## src/rtl/serial_arith_pkg.sv

```systemverilog
// serial_arith_pkg: shared definitions for the bit-serial arithmetic units
// (serial_sub4 today, a serial adder later).
//   state_e   : controller state encoding (IDLE / SHIFT / DONE)
//   cnt_width : bit-counter width for a given operand width
package serial_arith_pkg;

   typedef enum logic [1:0] {
      IDLE  = 2'd0,
      SHIFT = 2'd1,
      DONE  = 2'd2
   } state_e;

   localparam int unsigned DEF_WIDTH = 4;

   // Counter must hold 0..w-1; never narrower than one bit.
   function automatic int unsigned cnt_width(input int unsigned w);
      return (w < 2) ? 1 : $clog2(w);
   endfunction

   localparam int unsigned DEF_CNT_W = cnt_width(DEF_WIDTH);

endpackage

```

## src/rtl/serial_sub4_full_sub1.sv

```systemverilog
// full_sub1: combinational 1-bit full subtractor, d = x - y - bi.
//   x  : minuend bit
//   y  : subtrahend bit
//   bi : borrow in
//   d  : difference bit
//   bo : borrow out
module full_sub1 (
   input  logic x,
   input  logic y,
   input  logic bi,
   output logic d,
   output logic bo
);

   assign d  = x ^ y ^ bi;
   assign bo = (~x & y) | (~(x ^ y) & bi);

endmodule

```

## src/rtl/serial_sub4.sv

```systemverilog
// serial_sub4: bit-serial two's-complement subtractor, diff = a - b - b_in,
// one bit per clock, LSB first, using a single full_sub1 cell and a borrow flop.
// Optional macro SERIAL_SUB_OVF_EN adds a registered signed-overflow output.
//   clk   : rising-edge clock
//   rst_n : synchronous active-low reset
//   start : request, sampled only in IDLE
//   a, b  : minuend / subtrahend, captured on accepted start
//   b_in  : borrow-in, captured on accepted start
//   busy  : high while an operation is in SHIFT or DONE
//   done  : one-cycle pulse, diff/b_out valid
//   diff  : a - b - b_in mod 2^WIDTH, held until the next result
//   b_out : final borrow (unsigned underflow)
//   ovf   : signed overflow (only with SERIAL_SUB_OVF_EN)
module serial_sub4
   import serial_arith_pkg::*;
#(
   parameter int unsigned WIDTH = 4
) (
   input  logic             clk,
   input  logic             rst_n,
   input  logic             start,
   input  logic [WIDTH-1:0] a,
   input  logic [WIDTH-1:0] b,
   input  logic             b_in,
   output logic             busy,
   output logic             done,
   output logic [WIDTH-1:0] diff,
   output logic             b_out
`ifdef SERIAL_SUB_OVF_EN
   ,
   output logic             ovf
`endif
);

   localparam int unsigned CNT_W = cnt_width(WIDTH);

   state_e           state_q, state_d;
   logic [WIDTH-1:0] a_sr_q, a_sr_d;
   logic [WIDTH-1:0] b_sr_q, b_sr_d;
   logic [WIDTH-1:0] d_sr_q, d_sr_d;
   logic [WIDTH-1:0] diff_d;
   logic [CNT_W-1:0] cnt_q, cnt_d;
   logic             br_q, br_d;
   logic             b_out_d;
   logic             busy_d, done_d;
   logic             last_c;
   logic             fs_d, fs_bo;
`ifdef SERIAL_SUB_OVF_EN
   logic             a_msb_q, a_msb_d;
   logic             b_msb_q, b_msb_d;
   logic             ovf_d;
`endif

   // Single subtractor cell operating on the current LSBs.
   full_sub1 u_full_sub1 (
      .x  (a_sr_q[0]),
      .y  (b_sr_q[0]),
      .bi (br_q),
      .d  (fs_d),
      .bo (fs_bo)
   );

   assign last_c = (cnt_q == CNT_W'(WIDTH - 1));

   // State register.
   always_ff @(posedge clk) begin
      if (!rst_n) state_q <= IDLE;
      else        state_q <= state_d;
   end

   // Next-state logic.
   always_comb begin
      state_d = state_q;
      case (state_q)
         IDLE:    if (start)  state_d = SHIFT;
         SHIFT:   if (last_c) state_d = DONE;
         DONE:    state_d = IDLE;
         default: state_d = IDLE;
      endcase
   end

   // Output and datapath next values.
   always_comb begin
      a_sr_d  = a_sr_q;
      b_sr_d  = b_sr_q;
      d_sr_d  = d_sr_q;
      br_d    = br_q;
      cnt_d   = cnt_q;
      diff_d  = diff;
      b_out_d = b_out;
      busy_d  = (state_d != IDLE);
      done_d  = (state_d == DONE);
`ifdef SERIAL_SUB_OVF_EN
      a_msb_d = a_msb_q;
      b_msb_d = b_msb_q;
      ovf_d   = ovf;
`endif
      case (state_q)
         IDLE: begin
            if (start) begin
               a_sr_d = a;
               b_sr_d = b;
               br_d   = b_in;
               cnt_d  = '0;
               d_sr_d = '0;
`ifdef SERIAL_SUB_OVF_EN
               a_msb_d = a[WIDTH-1];
               b_msb_d = b[WIDTH-1];
`endif
            end
         end
         SHIFT: begin
            a_sr_d = a_sr_q >> 1;
            b_sr_d = b_sr_q >> 1;
            br_d   = fs_bo;
            // New bit enters at the MSB so the result ends up in order.
            d_sr_d = {fs_d, d_sr_q[WIDTH-1:1]};
            cnt_d  = CNT_W'(cnt_q + 1'b1);
            if (last_c) begin
               diff_d  = {fs_d, d_sr_q[WIDTH-1:1]};
               b_out_d = fs_bo;
`ifdef SERIAL_SUB_OVF_EN
               // fs_d is the result MSB on the final shift.
               ovf_d = (a_msb_q ^ b_msb_q) & (fs_d ^ a_msb_q);
`endif
            end
         end
         default: ;
      endcase
   end

   // Datapath and output registers.
   always_ff @(posedge clk) begin
      if (!rst_n) begin
         a_sr_q  <= '0;
         b_sr_q  <= '0;
         d_sr_q  <= '0;
         br_q    <= 1'b0;
         cnt_q   <= '0;
         diff    <= '0;
         b_out   <= 1'b0;
         busy    <= 1'b0;
         done    <= 1'b0;
`ifdef SERIAL_SUB_OVF_EN
         a_msb_q <= 1'b0;
         b_msb_q <= 1'b0;
         ovf     <= 1'b0;
`endif
      end else begin
         a_sr_q  <= a_sr_d;
         b_sr_q  <= b_sr_d;
         d_sr_q  <= d_sr_d;
         br_q    <= br_d;
         cnt_q   <= cnt_d;
         diff    <= diff_d;
         b_out   <= b_out_d;
         busy    <= busy_d;
         done    <= done_d;
`ifdef SERIAL_SUB_OVF_EN
         a_msb_q <= a_msb_d;
         b_msb_q <= b_msb_d;
         ovf     <= ovf_d;
`endif
      end
   end

endmodule

```

## config.mk

```make
export PLATFORM = sky130hd
export DESIGN_NAME = serial_sub4
export DESIGN_NICKNAME = d
export VERILOG_FILES = /design/src/rtl/serial_arith_pkg.sv /design/src/rtl/serial_sub4_full_sub1.sv /design/src/rtl/serial_sub4.sv
export SDC_FILE = /design/constraint.sdc
export NUM_CORES = 1
export LEC_CHECK = 0
export BUFFER_PORTS_ARGS = -buffer_cell sky130_fd_sc_hd__buf_2
export CAP_MARGIN = 15
export CORE_UTILIZATION = 35
export CTS_CLUSTER_SIZE = 10
export DETAILED_ROUTE_END_ITERATION = 6
export GPL_ROUTABILITY_DRIVEN = 0
export GPL_TIMING_DRIVEN = 0
export SYNTH_ARGS = -nofsm -noshare
export SYNTH_HDL_FRONTEND = slang
export SYNTH_SLANG_ARGS = --single-unit
```

## constraint.sdc

```tcl
create_clock -name clk -period 2.46 [get_ports clk]
set_clock_uncertainty 0.05 [all_clocks]
set_input_delay 0.492 -clock clk [delete_from_list [all_inputs] [get_ports clk]]
set_output_delay 0.492 -clock clk [all_outputs]
set_load 0.02 [all_outputs]
```

==> results.ini, run 1 <==
[status]
outcome=completed

[die]
initial_utilization_pct=37.2
fp.dieW_um=53.3
die-area_mm2=0.00284
rows=18
ios=19
coreArea_mm2=0.00248
die_height_um=53.3

[routing]
drt_iter0_drc=16
drt_first_pass_iters=5
routed_via_density=4.89
antenna_left=0
drcViolationCount=0
drt-total-wl_mm=1.76
wl_per_cell_um=12.2
via_count=704

[synthesis]
yosysTopAreaCell=dfxtp_1
syn_inst=93
yosysSeqAreaShare_pct=49.9
netlist_area_um2=922
synth.distinct_cells=23
ys_seq_elements=23
netlist_top_cells_count=dfxtp_1 (23), nand2_1 (12), nor2_1 (10)
yosys-top-cells-area=dfxtp_1 (50%), a211oi_2 (8.1%), mux2i_1 (6.5%)
synth-edff-count=0
yosys.cell_count.top_type=dfxtp_1
syn_area_per_cell_um2=9.92
synth_ff_type=dfxtp_1
syn-num-nets=107
synth_top_area_share_pct=49.9
yosys_warnings=0
ys_async_sr_fraction_pct=0

[global_route]
grt_pass1_wl_mm=2.74
track_usage_pct=13.9
grt_antenna_before_repair=0
grt_pass1_vias=617
grt_max_degree=13
grt-ovfl-total=0

[critical_path]
slowest_delay_ns=0.35
path_delay_family=flip-flops
critPathKind=reg2out
path_buf_inv=1
crit_path_top_delay_cell=dfxtp_1
cp-start-kind=flip-flop
cp.required_ns=1.92
end_kind=primary output
worstPathArrival_ns=0.81
cp_cell_sequence=buf_2
worst-path-max-fanout=2

[power_and_ir_drop]
switching_share_pct=25.1
seqPwrFrac_pct=60.7
p_clk_share_pct=25.6
power.switching_w=0.000166
pwr-share-comb_pct=13.7
peakVddDrop_mv=0.295
powerDensity_mw_per_mm2=616
internal_power_w=0.000494
power.leakage_nw=0.450

[placement]
hpwl_mm=1.28
io_buffers=17

[cells_and_area]
seq_area_um2=460
fillerInstances=256
multi_input_area_um2=404
num_antenna_cells=0
final_nets=129
areaGrowthSynthToFinish_pct=16.1
drive_gt1_share_pct=30.7
final_core_util_pct=43.2

[timing]
min_period_ns=1.35
fin_setup_tns_ns=0
fmax_mhz=741
setup_viol=0
slew_viol_final=0
rsz0062_at_grt=false
worstMarginPinSlew_ns=0.239
hold_viol_final=0
fin_crit_sh_pct=54.9
slew_headroom_pct=84.1

[cts]
cts_sinks=23
clk_latency_ns=0.30
cts_tree=built
cts_root_buffer=clkbuf_4
cts_max_path_buffers=2
cts_setup_buffers=0
cts_hold_repair.buffers=0
cts-buffers-inserted=3
clkTransAtPathRegs_ns=0.12
h-tree-depth=1
ctsResizeCount=0

[min_path]
hp-class=in2reg

[job]
drv_cap=0

-- flip-flops by register name (all words and copies together), names as in the netlist --
signal / flops
d_sr_q: 3
a_sr_q: 4
b_sr_q: 4
done: 1
cnt_q: 2
busy: 1
diff: 4
b_out: 1
br_q: 1
state_q: 2
-- stage by stage --
| step | setup slack (ns) | area, um^2 | std cells | total power, W | hold WS [ns] |
|---|---|---|---|---|---|
| final | 1.11 | 1070 | 144 | 0.000660 | 0.377 |
| after detailed placement | 1.08 | 1040 | 140 | 0.000501 | 0.400 |
| after global placement | 1.10 | 1040 | 140 | 0.000497 | 0.398 |
| after floorplan | 1.25 | 922 | 93 | 0.000474 | 0.396 |
| after global routing | 1.05 | 1070 | 144 | 0.000698 | 0.361 |
| after CTS | 1.09 | 1070 | 144 | 0.000668 | 0.365 |
-- power groups by stage --
stage / clock network, W / logic, W / registers [W]
after floorplan: 0 / 0.0000661 / 0.000408
after global placement: 0 / 0.0000896 / 0.000408
after detailed placement: 0 / 0.0000917 / 0.000409
after CTS: 0.000175 / 0.0000918 / 0.000401
after global routing: 0.000193 / 0.000102 / 0.000403
final: 0.000169 / 0.0000907 / 0.000401
-- worst paths after layout --
check | from | to | slack (ns) | cells after the start
min reg2reg | diff[1] | diff[1] | 0.41 | 2
max | b_out | b_out | 1.11 | 1
min | b[3] | b_sr_q[3] | 0.38 | 3
max reg2reg | b_sr_q[0] | br_q | 1.14 | 4
-- cells by family (layout without fill, tap and decap cells) --
logic type | after synthesis | after routing | share of synthesized area [%]
AOI/OAI and AO/OA | 21 | 21 | 18.6
adders and majority gates | 2 | 2 | 3.53
buffers and inverters | 10 | 31 | 6.24
DFF | 23 | 23 | 49.9
muxes | 7 | 7 | 7.73
and+or+nand+nor | 30 | 30 | 14.0
-- cells in the final DEF (no fill, tap or decap), drive strengths merged, types with 2 or more instances in the layout --
cell and n:
a21oi 2, o21ai 4, nand3 5, a211oi 6
nand2 12, dfxtp 23, mux2i 6, inv 4
o22ai 6, nor2 10, buf 22, clkbuf 5
-- per-layer routing --
layer / vias to the layer above / global-route usage (%) / share of wire (%)
li1: 368 / - / -
met1: 310 / 18.5 / 47
met2: 22 / 21.3 / 47
met3: 4 / 2.59 / 4.3
met4: 0 / 6.58 / 1.5
met5: - / 0 / 0
-- cell type report --
cell class                      count  share of cell area, %
Sequential cell                    23                   43.0
Multi-Input combinational cell     60                   37.7
Timing Repair Buffer               17                   7.94
Buffer                              6                   3.97
Tap cell                           30                   3.50
Clock buffer                        4                   2.45
Inverter                            4                   1.40
No activity file was read; power rests on OpenSTA's default activity.
==> inputs of run 2 (changes only) <==
- ABC_AREA: unset -> 1
- clock period: 2.46 -> 1.35 ns (I/O delays scaled with it)
==> run 2 against run 1 <==
Against the previous run: clock-buffer cell count is the same; core utilization grew 1.1 points; clock power grew 76%; combinational power grew 80%; critical path depth grew 3; register-to-register slack lost 1.1 ns; cell area grew 4.4%; area after synthesis grew 3.9%; hold slack lost 0.22 ns; die area grew 3.8%; setup slack lost 1.0 ns; highest routed layer unchanged.
==> results.ini, run 2 <==
[status]
outcome=completed

[routing]
drcViolationCount=0  ; unchanged
routed_via_density=4.50  ; -7.9%
via_count=824  ; +17%
drt-total-wl_mm=1.80  ; +2.3%
antenna_left=0  ; unchanged
drt_iter0_drc=11  ; -5
wl_per_cell_um=9.83  ; -20%
drt_first_pass_iters=4  ; -1

[synthesis]
synth_top_family_by_area=simple AND/OR/NAND/NOR gates
synth-simple-area-share_pct=26.5  ; +13 points
synth-edff-count=0  ; unchanged
yosysSeqAreaShare_pct=48.0  ; -1.9 points
yosys_warnings=0  ; unchanged
netlist_area_um2=958  ; +3.9%
synth-compound-area-share_pct=11.9  ; -6.7 points
synth_xor_area_share_pct=0  ; unchanged
synth_fa_ha_area_share_pct=3.39  ; -0.13 points
netlist_top_cells_count=nand2_1 (30), dfxtp_1 (23), nor2_1 (23), inv_1 (15), a21oi_1 (11)
ys_async_sr_fraction_pct=0  ; unchanged
syn_inst=131  ; +41%
ys_seq_elements=23  ; unchanged
synth_ff_type=dfxtp_1
synth.distinct_cells=17  ; -26%
yosys-top-cells-area=dfxtp_1 (48%), nand2_1 (12%), nor2_1 (9.0%)
syn-num-nets=145  ; +36%
syn_area_per_cell_um2=7.32  ; -26%
yosys.cell_count.top_type=nand2_1
yosysTopAreaCell=dfxtp_1
synth_top_area_share_pct=48.0  ; -1.9 points
synthMuxAreaShare_pct=0  ; -7.7 points

[cts]
clkTransAtPathRegs_ns=0.11  ; about the same
cts_max_path_buffers=2  ; unchanged
h-tree-depth=1  ; unchanged
cts_tree=built
clk_latency_ns=0.30  ; about the same
cts-buffers-inserted=3  ; unchanged
cts_sinks=23  ; unchanged
cts_root_buffer=clkbuf_4

[cells_and_area]
multi_input_area_um2=405  ; +0.31%
fillerInstances=287  ; +12%
drive_gt1_share_pct=20.9  ; -9.8 points
fin_area_mm2=0.00112  ; +4.4%
final_nets=168  ; +30%
areaGrowthSynthToFinish_pct=16.7
final_common_cell=nand2_1
num_antenna_cells=0  ; unchanged
reg.largest.list=a_sr_q (4), b_sr_q (4), diff (4)
final_core_util_pct=44.3  ; +1.1 points
mostFrequentLayoutCells=nand2_1 (30), nor2_1 (23), dfxtp_1 (22)
seq_area_um2=462  ; +0.27%

[die]
die_height_um=54.3  ; +1.9%
die-area_mm2=0.00295  ; +3.8%
initial_utilization_pct=38.0  ; +0.77 points
ios=19  ; unchanged
coreArea_mm2=0.00252  ; +1.8%
rows=18  ; unchanged
fp.dieW_um=54.3  ; +1.9%

[critical_path]
end_kind=flip-flop
r2r-start=b_sr_q[0]
critPathKind=reg2reg
worstPathArrival_ns=1.46  ; +0.65 ns
cp-start-kind=flip-flop
startpoint=b_sr_q[0]
cp.required_ns=1.54  ; -0.38 ns
worst-path-max-fanout=2  ; unchanged

[global_route]
grt_pass1_vias=732  ; +19%
grt_pass1_wl_mm=3.04  ; +11%
grt-ovfl-total=0  ; unchanged
grt_max_degree=13  ; unchanged
track_usage_pct=14.2  ; +0.28 points
grt_antenna_before_repair=0  ; unchanged

[timing]
setup_viol=0  ; unchanged
fin_setup_tns_ns=0  ; unchanged
fin_ws_ns=0.0816  ; -1.03 ns
fmax_mhz=788
worstMarginPinSlew_ns=0.421  ; +0.182 ns
slew_headroom_pct=72.0  ; -12 points
hold_viol_final=0  ; unchanged
fin_crit_sh_pct=94.0
rsz0062_at_grt=false
slew_viol_final=0  ; unchanged
min_period_ns=1.27

[job]
drv_cap=0  ; unchanged

[placement]
io_buffers=18  ; +1
dp_slack_ns=0.0477  ; -1.03 ns
hpwl_mm=1.33  ; +4.2%
place_area_mm2=0.00109  ; +4.0%

[power_and_ir_drop]
powerDensity_mw_per_mm2=1060  ; +73%
power.leakage_nw=0.543  ; +21%
peakVddDrop_mv=0.529  ; +79%

[min_path]
hp-class=in2reg
hp-start=b[3]

## run 2: per-layer routing
metal  vias up  global-route usage [%]  wire (um)
met5         -                       0          0
met4         0                    5.13         11
met3         2                    2.50         62
met2        16                    23.6        757
met1       360                    18.2        966
li1        446                       -          -
## run 2: report_power, final
group | switching (W) | internal, W | total [W]
registers | 0.0000163 | 0.000712 | 0.000728
logic | 0.0000960 | 0.0000675 | 0.000163
clock network | 0.000183 | 0.000115 | 0.000298
total | 0.000295 | 0.000894 | 0.00119
## run 2: per-stage QoR
step / hold WS, ns / cells / power [W]
floorplan: 0.363 / 131 / 0.000859
global placement: 0.394 / 179 / 0.000904
detailed placement: 0.404 / 179 / 0.000907
CTS: 0.154 / 183 / 0.00121
global route: 0.144 / 183 / 0.00126
finish: 0.162 / 183 / 0.00119
## run 2: layout make-up
class,count,area share (%)
plain buffers,5,3.36
multi-input cells,87,36.2
well taps,30,3.36
flip-flops and latches,23,41.3
inverters,16,5.37
clock buffers,4,2.35
repair buffers,18,8.05
## run 2: final timing paths
kind / end / slack (ns) / cells past startpoint
worst min-delay path: b_sr_q[3] / 0.16 / 3
worst max register to register: d_sr_q[3] / 0.08 / 4
worst min register to register: cnt_q[0] / 0.42 / 1
worst max-delay path: d_sr_q[3] / 0.08 / 4
## run 2: worst max-delay path: stages, from the launching register on
cell,delay [ns]
dfxtp_2,0.35
inv_1,0.05
fa_1,0.56
nand2_1,0.06
a21oi_1,0.14
## run 2: what timing repair did
action | CTS | global route
resized for setup | 0 | 3
endpoints found under the setup margin | 0 | 8
hold buffers | 0 | 0
buffers inserted | 0 | 0
## run 2: cells by family (layout without fill, tap and decap cells)
kind of cell | count (synthesis) | count (layout)
AO/OA/AOI/OAI | 22 | 22
adder cells (fa/ha/maj) | 2 | 2
buffers and inverters | 21 | 43
flip-flops | 23 | 23
AND/OR/NAND/NOR | 63 | 63
==> inputs of run 3 (changes only) <==
- BUFFER_PORTS_ARGS: -buffer_cell sky130_fd_sc_hd__buf_2 -> unset
- DONT_BUFFER_PORTS: unset -> 1
==> run 3 against run 2 <==
Against the previous run: critical path depth stayed put; wire length is essentially flat; final cell count down 9.8%; clock power rose by 5%; total power barely moved; sequential power grew 0.5%; via count shrank 7.9%; hold slack got worse by 0.13 ns; non-clock buffer count fell by 18; register-to-register slack hardly changed; clock-buffer cell count stayed put; die area is the same; critical path type unchanged; largest power group unchanged; highest routed layer unchanged.
==> results.ini, run 3 (same netlist as run 2, synthesis figures left out) <==
[die]
initial_utilization_pct=38.0  ; unchanged
coreArea_mm2=0.00252  ; unchanged
die_height_um=54.3  ; unchanged
die-area_mm2=0.00295  ; unchanged
fp.dieW_um=54.3  ; unchanged
rows=18  ; unchanged
ios=19  ; unchanged

[job]
drv_cap=0  ; unchanged

[routing]
drt_iter0_drc=11  ; unchanged
drcViolationCount=0  ; unchanged
drt-total-wl_mm=1.80  ; about the same
wl_per_cell_um=10.9  ; +11%
drt_first_pass_iters=3  ; -1
antenna_left=0  ; unchanged
routed_via_density=4.60  ; +2.2%
via_count=759  ; -7.9%

[global_route]
grt_pass1_vias=686  ; -6.3%
track_usage_pct=14.4  ; +0.18 points
grt_antenna_before_repair=0  ; unchanged
grt_max_degree=13  ; unchanged
grt_pass1_wl_mm=2.93  ; -3.4%
grt-ovfl-total=0  ; unchanged

[critical_path]
startpoint=br_q
worst-path-max-fanout=2  ; unchanged
ff2ff_setup_slack_ns=0.08  ; about the same
cp-start-kind=flip-flop
cp_cell_sequence=inv_1, fa_1, nand2_1, a21oi_2
worstPathArrival_ns=1.47  ; about the same
r2r-start=br_q
cp.required_ns=1.56  ; +0.02 ns
critPathKind=reg2reg
regToRegEndpoint=d_sr_q[3]
r2r.worst_path.cells=4  ; unchanged
slowest_delay_ns=0.57  ; about the same
end_kind=flip-flop
crit_path_top_delay_cell=fa_1

[cts]
cts_max_path_buffers=2  ; unchanged
cts-buffers-inserted=3  ; unchanged
cts_setup_buffers=0  ; unchanged
cts_root_buffer=clkbuf_4
cts_tree=built
clkTransAtPathRegs_ns=0.13  ; +0.02 ns
cts_hold_repair.buffers=0  ; unchanged
h-tree-depth=1  ; unchanged
cts_sinks=23  ; unchanged
clk_latency_ns=0.31  ; about the same

[placement]
dp_slack_ns=0.0307  ; -0.0169 ns
hpwl_mm=1.29  ; -3.2%
io_buffers=0  ; -18

[cells_and_area]
areaGrowthSynthToFinish_pct=7.70
final_core_util_pct=40.9  ; -3.4 points
reg.largest.list=a_sr_q (4), b_sr_q (4), diff (4)
mostFrequentLayoutCells=nand2_1 (30), nor2_1 (23), dfxtp_1 (22)
final_nets=150  ; -11%
num_antenna_cells=0  ; unchanged
drive_gt1_share_pct=11.1  ; -9.8 points
final_common_cell=nand2_1

[min_path]
hp-class=in2reg
whs_path_depth=2  ; -1
hold-path-endpoint=a_sr_q[3]
hp-start=a[3]

[power_and_ir_drop]
internal_power_w=0.000883  ; -1.3%
seqPwrFrac_pct=61.6  ; +0.4 points
p_clk_share_pct=26.4  ; +1.3 points
power.leakage_nw=0.462  ; -15%
pwr-share-comb_pct=12.0  ; -1.7 points
peakVddDrop_mv=0.546  ; +3.1%
switching_share_pct=25.8  ; +0.95 points
power.switching_w=0.000307  ; +3.8%
powerDensity_mw_per_mm2=1150  ; +8.3%

[timing]
setup_viol=0  ; unchanged
fin_setup_tns_ns=0  ; unchanged
min_period_ns=1.27  ; -0.00290 ns
fmax_mhz=790  ; +0.23%
worstMarginPinSlew_ns=0.422  ; +0.00193 ns
hold_viol_final=0  ; unchanged
fin_ws_ns=0.0845  ; +0.00290 ns
fin_crit_sh_pct=93.7  ; -0.22 points
slew_viol_final=0  ; unchanged
rsz0062_at_grt=false
slew_headroom_pct=71.8  ; -0.13 points

[status]
outcome=completed

-- run 3: cell count changes in the layout (fill, tap and decap cells not counted) --
cell / change
buf_2: -18
a21oi_1: -1
a21oi_2: +1
-- run 3: critical path, delay by kind of cell (launching register included) --
kind / cells / cell delay [ns]
buffers and inverters: 1 / 0.06
adder cells (fa/ha/maj): 1 / 0.57
AO/OA/AOI/OAI: 1 / 0.14
flip-flops: 1 / 0.33
AND/OR/NAND/NOR: 1 / 0.08
-- run 3: cell type report --
type                    count  area (um^2)
plain buffers               5         37.5
clock buffers               4         26.3
flip-flops and latches     23          462
multi-input cells          87          409
well taps                  30         37.5
inverters                  16         60.1
fillers                   278         1490
-- run 3: power groups by stage --
| stage | combinational (W) | sequential, W | clock (W) |
|---|---|---|---|
| after floorplan | 0.000116 | 0.000743 | 0 |
| after global placement | 0.000141 | 0.000746 | 0 |
| after detailed placement | 0.000143 | 0.000747 | 0 |
| after CTS | 0.000144 | 0.000732 | 0.000333 |
| after global routing | 0.000163 | 0.000738 | 0.000355 |
| final | 0.000143 | 0.000732 | 0.000314 |
-- run 3: worst max path at each step --
| stage | to | slack [ns] | cells past startpoint |
|---|---|---|---|
| after global placement | diff[2] | 0.06 | 6 |
| after detailed placement | diff[0] | 0.03 | 6 |
| final | d_sr_q[3] | 0.08 | 4 |
| after global routing | d_sr_q[3] | 0.003 | 4 |
| after CTS | d_sr_q[3] | 0.06 | 4 |
| after floorplan | d_sr_q[3] | 0.17 | 4 |
-- run 3: metrics by stage --
stage          hold WS [ns]  power, W  cells  instance area, um^2
2_1_floorplan         0.363  0.000859    131                  958
3_3_place_gp          0.369  0.000886    161                  996
3_5_place_dp          0.372  0.000890    161                  996
4_1_cts              0.0230   0.00121    165                 1030
5_1_grt              0.0314   0.00126    165                 1030
6_report             0.0332   0.00119    165                 1030
-- run 3: metal layers --
metal / vias up / part of all wire [%] / track usage [%]
met5: - / 0 / 0
met4: 0 / 1.5 / 6.41
met3: 4 / 6.3 / 4.72
met2: 18 / 41 / 22.4
met1: 325 / 51 / 17.8
li1: 412 / - / -
-- run 3: repair_timing --
item,in CTS,in global routing
gates resized for setup,1,3
pin swaps,0,1
setup endpoints to repair,1,5
